## src/rtl/case9_pipe.sv

```systemverilog
// Two-stage valid/ready pipeline evaluating a 10-input boolean cell per lane,
// followed by a saturating windowed accumulator of the per-lane term counts.
module case9_pipe #(
  parameter int LANES  = 1,
  parameter int ACC_W  = 16,
  parameter int WINDOW = 8
) (
  input  logic                 clk,
  input  logic                 rst_n,
  input  logic                 in_valid,
  output logic                 in_ready,
  input  logic [10*LANES-1:0]  in_data,
  output logic                 out_valid,
  input  logic                 out_ready,
  output logic [LANES-1:0]     out_y1,
  output logic [LANES-1:0]     out_y2,
  output logic [3*LANES-1:0]   out_cnt,
  input  logic                 clr,
  output logic [ACC_W-1:0]     acc_out,
  output logic                 acc_valid
);

  localparam int SUM_W = $clog2(5*LANES + 1);
  localparam int TOT_W = ((ACC_W > SUM_W) ? ACC_W : SUM_W) + 1;
  localparam logic [15:0]      WIN_LAST = 16'(WINDOW - 1);
  localparam logic [TOT_W-1:0] ACC_MAX  = {{(TOT_W-ACC_W){1'b0}}, {ACC_W{1'b1}}};

  function automatic logic [2:0] pop5(input logic [4:0] v);
    pop5 = {2'b00, v[0]} + {2'b00, v[1]} + {2'b00, v[2]} + {2'b00, v[3]} + {2'b00, v[4]};
  endfunction

  // Result packed as {y1, y2, cnt[2:0]}; input bit 0 is 'a', bit 9 is 'j'.
  function automatic logic [4:0] lane_eval(input logic [9:0] d);
    logic p, q, r, y1, y2;
    p  = (d[0] & d[1]) | ~(d[2] | d[3]);
    q  = (d[4] ^ d[5]) & d[6] & d[7];
    r  = d[8] | d[9];
    y1 = q & p;
    y2 = q | (r ^ p);
    lane_eval = {y1, y2, pop5({p, q, r, y1, y2})};
  endfunction

  logic                  s1_valid_r;
  logic [10*LANES-1:0]   s1_data_r;
  logic                  s2_load_s;
  logic                  s1_load_s;
  logic                  xfer_s;
  logic [LANES-1:0]      y1_nxt_s;
  logic [LANES-1:0]      y2_nxt_s;
  logic [3*LANES-1:0]    cnt_nxt_s;
  logic [SUM_W-1:0]      sum_s;
  logic [TOT_W-1:0]      tot_s;
  logic [ACC_W-1:0]      sat_s;
  logic [ACC_W-1:0]      acc_r;
  logic [15:0]           wcnt_r;

  assign s2_load_s = ~out_valid | out_ready;
  assign s1_load_s = ~s1_valid_r | s2_load_s;
  assign in_ready  = s1_load_s;
  assign xfer_s    = out_valid & out_ready;

  // Per-lane evaluation of the word held in S1.
  always_comb begin
    y1_nxt_s  = '0;
    y2_nxt_s  = '0;
    cnt_nxt_s = '0;
    for (int k = 0; k < LANES; k++) begin
      logic [4:0] res;
      if (s1_valid_r) begin
        res = lane_eval(s1_data_r[10*k +: 10]);
      end else begin
        res = 5'd0;
      end
      y1_nxt_s[k]        = res[4];
      y2_nxt_s[k]        = res[3];
      cnt_nxt_s[3*k +: 3] = res[2:0];
    end
  end

  // Sum of the lane counts currently presented, and the saturated running total.
  always_comb begin
    sum_s = '0;
    for (int k = 0; k < LANES; k++) begin
      sum_s = sum_s + SUM_W'(out_cnt[3*k +: 3]);
    end
    tot_s = TOT_W'(acc_r) + TOT_W'(sum_s);
    if (tot_s > ACC_MAX) begin
      sat_s = ACC_MAX[ACC_W-1:0];
    end else begin
      sat_s = tot_s[ACC_W-1:0];
    end
  end

  // Pipeline registers: S1 captures input, S2 drives the output ports directly.
  always_ff @(posedge clk or negedge rst_n) begin
    if (!rst_n) begin
      s1_valid_r <= 1'b0;
      s1_data_r  <= '0;
      out_valid  <= 1'b0;
      out_y1     <= '0;
      out_y2     <= '0;
      out_cnt    <= '0;
    end else begin
      if (s1_load_s) begin
        s1_valid_r <= in_valid;
        if (in_valid) begin
          s1_data_r <= in_data;
        end
      end
      if (s2_load_s) begin
        out_valid <= s1_valid_r;
        out_y1    <= y1_nxt_s;
        out_y2    <= y2_nxt_s;
        out_cnt   <= cnt_nxt_s;
      end
    end
  end

  // Window accumulator; clr overrides a coincident output transfer.
  always_ff @(posedge clk or negedge rst_n) begin
    if (!rst_n) begin
      acc_r     <= '0;
      wcnt_r    <= 16'd0;
      acc_out   <= '0;
      acc_valid <= 1'b0;
    end else begin
      acc_valid <= 1'b0;
      if (clr) begin
        acc_r  <= '0;
        wcnt_r <= 16'd0;
      end else if (xfer_s) begin
        if (wcnt_r == WIN_LAST) begin
          acc_out   <= sat_s;
          acc_valid <= 1'b1;
          acc_r     <= '0;
          wcnt_r    <= 16'd0;
        end else begin
          acc_r  <= sat_s;
          wcnt_r <= wcnt_r + 16'd1;
        end
      end
    end
  end

endmodule

```

## config.mk

```make
export PLATFORM = sky130hd
export DESIGN_NAME = case9_pipe
export DESIGN_NICKNAME = d
export VERILOG_FILES = /design/src/rtl/case9_pipe.sv
export SDC_FILE = /design/constraint.sdc
export NUM_CORES = 1
export LEC_CHECK = 0
export BUFFER_PORTS_ARGS = -buffer_cell sky130_fd_sc_hd__buf_4
export CELL_PAD_IN_SITES_DETAIL_PLACEMENT = 1
export CELL_PAD_IN_SITES_GLOBAL_PLACEMENT = 1
export CORE_ASPECT_RATIO = 0.9
export CORE_MARGIN = 5
export CORE_UTILIZATION = 42
export CTS_BUF_LIST = sky130_fd_sc_hd__clkbuf_8
export DETAILED_ROUTE_END_ITERATION = 8
export PLACE_DENSITY_LB_ADDON = 0.1
export SLEW_MARGIN = 20
export SYNTH_ARGS = -nofsm -noshare
export SYNTH_HDL_FRONTEND = slang
export SYNTH_SLANG_ARGS = --single-unit
```

## constraint.sdc

```tcl
create_clock -name clk -period 2.1 [get_ports clk]
set_input_delay 0.21 -clock clk [delete_from_list [all_inputs] [get_ports clk]]
set_output_delay 0.21 -clock clk [all_outputs]
set_load 0.03 [all_outputs]
```

-- Yosys cells after proc, flatten, opt, wreduce, memory -nomap -nowiden
Cells that the tools add are included.
- register bits: 66
- bits of input ports: 15
- word-level logic and storage cells: 49
- $add $sub $neg: 6
- magnitude comparators: 1
- equal/unequal tests: 1
- mux-type cells: 11
- bitwise operators: 17
- reductions and logical operators: 3
- operator list (operator ; number):
    two-way mux 16 bit ; 7
    adder 16 x 3 -> 17 bit ; 1
    > comparator 17 x 16 -> 1 bit, second input constant ; 1
    adder 16 x 1 -> 16 bit, second input constant ; 1
    equality test 16 x 3 -> 1 bit, second input constant ; 1
    adder 3 x 1 -> 3 bit ; 2
    OR 1 bit ; 6
    AND 1 bit ; 5
    two-way mux 5 bit ; 1
    inverter 1 bit ; 4
    adder 2 x 1 -> 3 bit ; 1
    two-way mux 1 bit ; 3
    AND reduction 3 bit ; 1
    adder 1 x 1 -> 2 bit ; 1
    AND reduction 2 bit ; 1
    nonzero test 2 bit ; 1
    XOR 1 bit ; 2

-- Longest topological paths before layout
- word-level depth: 10
- depth in mapped cells: 9

-- Least setup slack after synthesis
Ideal clock, no wire load.
- path kind: register to register
- start point: register out_cnt[0]
- end point: register acc_r[10]
- library setup time: 0.121 ns
- arrival time: 2.193 ns
- required time: 1.979 ns
- setup slack: -0.214 ns
- cell stages (with the launch flop): 9
- buffers on the path: 0
- period minus slack after synthesis: 2.314 ns
- cells stage by stage: dfrtp_1 ha_1 inv_1 fa_1 nand2b_1 a211oi_4 nand2_1 a21o_1 a22o_1
- cells in the longest elaborated chain, start to end: 6
- RTL lines (what ; RTL line ; text):
    start: declaration ; 17 ; output logic [3*LANES-1:0] out_cnt,
    start signal: assignment ; 114 ; out_cnt <= cnt_nxt_s;
    adder 16 x 3 -> 17 bit * ; 86 ; tot_s = TOT_W'(acc_r) + TOT_W'(sum_s);
    > comparator 17 x 16 -> 1 bit ; 87 ; if (tot_s > ACC_MAX) begin
    two-way mux 16 bit * ; 87 ;
    two-way mux 16 bit * ; 132 ; if (wcnt_r == WIN_LAST) begin
    two-way mux 16 bit * ; 131 ; end else if (xfer_s) begin
    two-way mux 16 bit * ; 128 ; if (clr) begin
    end signal: assignment ; 138 ; acc_r <= sat_s;
    end: declaration ; 54 ; logic [ACC_W-1:0] acc_r;
Every way passes the cells marked *; elsewhere a longest branch is shown, timed or not. The select of a mux whose other input is x is not followed.
A chain may end at the register's enable or synchronous reset.

-- Final worst setup path
Same ends and word-level chain as after synthesis.

==> run_results.csv <==
group,metric,value,unit
synthesis,ys_warn_count,0,
setup_path,cp-startpoint,"out_cnt[0]",
timing,max_freq,487,MHz
synthesis,synthTopCellsByArea,"dfrtp_1 (49%), o21ai_0 (5.3%), nand2_1 (4.0%)",
setup_path,r2r_end,"acc_r[10]",
route,num_vias,2903,
layout,final_area,4290,sq um
synthesis,netlist_area,3390,sq um
synthesis,ys_seq_area_share,48.7,%
timing,setup_violations,0,
setup_path,cp.depth,9,
setup_path,critPathKind,"flop to flop",
synthesis,synthCells,345,
layout,drive_gt1_share,29.4,%
clock_network,cts_root_buf,"clkbuf_8",
synthesis,synth_top_area_share,48.7,%
power,p_total,0.00284,W
power,leakage,1.89,nW
setup_path,cp.arrival,2300,ps
setup_path,crit_fanout,6,
floorplan,start_util,42.6,%
route,wl_per_cell,17.9,um
setup_path,cp.required,2340,ps
job,cap_viol_max_count,0,
setup_path,critPathBufInv,2,
route,drtIter0Drc,127,
layout,multi_input_area,1750,sq um
synthesis,ys_ff_latch,66,
layout,register_area,1650,sq um
route,via_per_inst,5.68,
global_route,grt_pass1_vias,3008,
clock_network,numClockSinks,66,
floorplan,die_y,95.2,um
global_route,overflow,0,
synthesis,synth_cell_types,45,
setup_path,cp_cell_sequence,"ha_2, inv_2, fa_2, nand2b_4, a211oi_4, buf_6, nand2_4, a21o_1, a22o_1",
global_route,grt_pass1_wl,15000,um
layout,n_antenna_cell,0,
setup_path,setup.worst_path.end_class,"flop",
timing,fin_hold_ws,61.7,ps
floorplan,core_area,7950,sq um
global_route,grtUsageTotal,19.0,%
layout,final_util,53.9,%
floorplan,boundaryPins,39,
timing,hold_violations,0,
synthesis,yosysTopAreaCell,"dfrtp_1",
setup_path,slowest_delay,380,ps
power,p_per_area,662,nW/um^2
hold_path,holdCritPathClass,"primary input to flop",
clock_network,clock_latency,350,ps
global_route,grt_start_max_net_pins,44,
placed_design,io_buffers,38,
clock_network,numCtsBuffers,9,
timing,finalCriticalPeriod,2050,ps
clock_network,clk_pin_slew,80,ps
clock_network,h-tree-depth,3,
setup_path,regToRegSetupSlack,50,ps
setup_path,reg2reg_from,"out_cnt[0]",
clock_network,cts_tree,"built",
setup_path,r2r_cells,9,
synthesis,synth_nets,366,
floorplan,die_w,105,um
synthesis,synth_common_cells,"dfrtp_1 (66), nand2_1 (36), o21ai_0 (36)",
power,ir_drop,392,uV
hold_path,worstHoldEndpoint,"s1_valid_r",
setup_path,slowest_stage,"fa_2",
floorplan,die_area,9970,sq um
timing,tightest_slew,647,ps
timing,clock_skew,11.8,ps
placed_design,place_area,3920,sq um
clock_network,clockBufferDepth,2,
synthesis,synth.most_common_cell,"dfrtp_1",
route,drc,0,
hold_path,min-delay-start,"in_valid",
layout,fin_nets,428,
layout,fill_cells,901,
placed_design,dp_hpwl,6420,um
layout,area_delta_synth_final,26.4,%
timing,rsz0062_at_grt,"true",
setup_path,start_kind,"flop",
route,firstDrtPassIters,4,
run_status,status,"finished, final reports clean",
timing,min_period_over_period,97.7,%
synthesis,ys.flop_type,"dfrtp_1",
placed_design,place.gp.congestion,0.841,
synthesis,avgSynthCellArea,9.83,sq um
synthesis,synth-edff-count,0,
synthesis,async_flop_share,100,%
global_route,antenna_found_initial,0,
route,wl,9120,um
hold_path,min_path_cells,2,
route,ant_nets,0,
floorplan,rows,31,
timing,drv_slew,0,
timing,slew_headroom,56.7,%
setup_path,crit_family,"adder cells",
## layout make-up
class | count | area share, %
clock buffers | 10 | 3.21
clock inverters | 6 | 1.55
inverters | 10 | 0.876
multi-input cells | 255 | 40.8
flip-flops and latches | 66 | 38.6
well taps | 99 | 2.89
repair buffers | 65 | 12.1
## sequential cells by signal, indices dropped and copies added, names as in the netlist
name,cells
s1_valid_r,1
wcnt_r,16
acc_r,16
acc_out,16
out_y1,1
out_cnt,3
out_y2,1
acc_valid,1
s1_data_r,10
out_valid,1
## power breakdown
part	total, W	switching (W)	internal (W)
registers	0.00136	0.0000396	0.00132
logic	0.000368	0.000207	0.000160
clock network	0.00111	0.000526	0.000580
## worst max-delay path by stage
stage	slack (ps)	end
after detailed placement	-100	acc_r[7]
final	50	acc_r[10]
after global placement	60	acc_r[4]
after global routing	-40	acc_r[15]
after CTS	10	acc_r[12]
after floorplan	20	acc_r[10]
## timing repair
item | CTS | global route
hold endpoints to repair | 41 | 0
gates cloned | 0 | 0
pin swaps | 2 | 7
gates resized for setup | 2 | 35
hold buffers | 1 | 0
setup buffers | 3 | 3
setup endpoints to repair | 15 | 28
## per-layer routing
layer / wire length, um / track usage [%]
met1: 4150 / 24.6
met2: 4370 / 31.3
met3: 453 / 4.67
met4: 147 / 6.82
met5: 0 / 0
## per-stage QoR
step                worst slack, ps  cells  setup TNS (ps)
floorplan                      18.9    345               0
global placement               56.4    489               0
detailed placement             -103    489            -315
CTS                            10.2    509               0
global route                  -37.3    511            -251
finish                         47.6    511               0
## logic make-up (layout without fill, tap and decap cells)
logic type,after synthesis,count (layout),share of synthesized area (%)
adders and majority gates,6,6,2.44
buffers and inverters,24,91,3.43
AOI/OAI and AO/OA,101,101,19.1
muxes,14,14,4.50
and+or+nand+nor,119,119,18.0
DFF,66,66,48.7
xor gates and xnor gates,15,15,3.87
## placed cells by master, fill, tap and decap left out, types with 5 or more instances in the layout
cell type / synthesis / routed
inv_1: 10 / 9
dfrtp_1: 66 / 64
xor2_1: 12 / 12
a21oi_1: 21 / 16
o21ai_2: 0 / 5
o21ai_1: 1 / 7
a21o_1: 10 / 10
a31oi_1: 6 / 6
nand2b_1: 7 / 6
a22o_1: 12 / 12
nor3_1: 6 / 6
mux2_2: 10 / 10
nor4_1: 7 / 7
o31ai_1: 6 / 6
nand4_1: 6 / 6
nor2_1: 22 / 22
nand3_1: 14 / 13
nand2_1: 36 / 35
o21ai_0: 36 / 25
clkbuf_8: 0 / 10
buf_4: 1 / 61
## worst reg2reg max path, stage by stage (launching register included)
cell and delay, ps:
dfrtp_2 370, ha_2 180, inv_2 40, fa_2 380
nand2b_4 180, a211oi_4 210, buf_6 190, nand2_4 70
a21o_1 160, a22o_1 170
(Power assumes the default switching activity.)
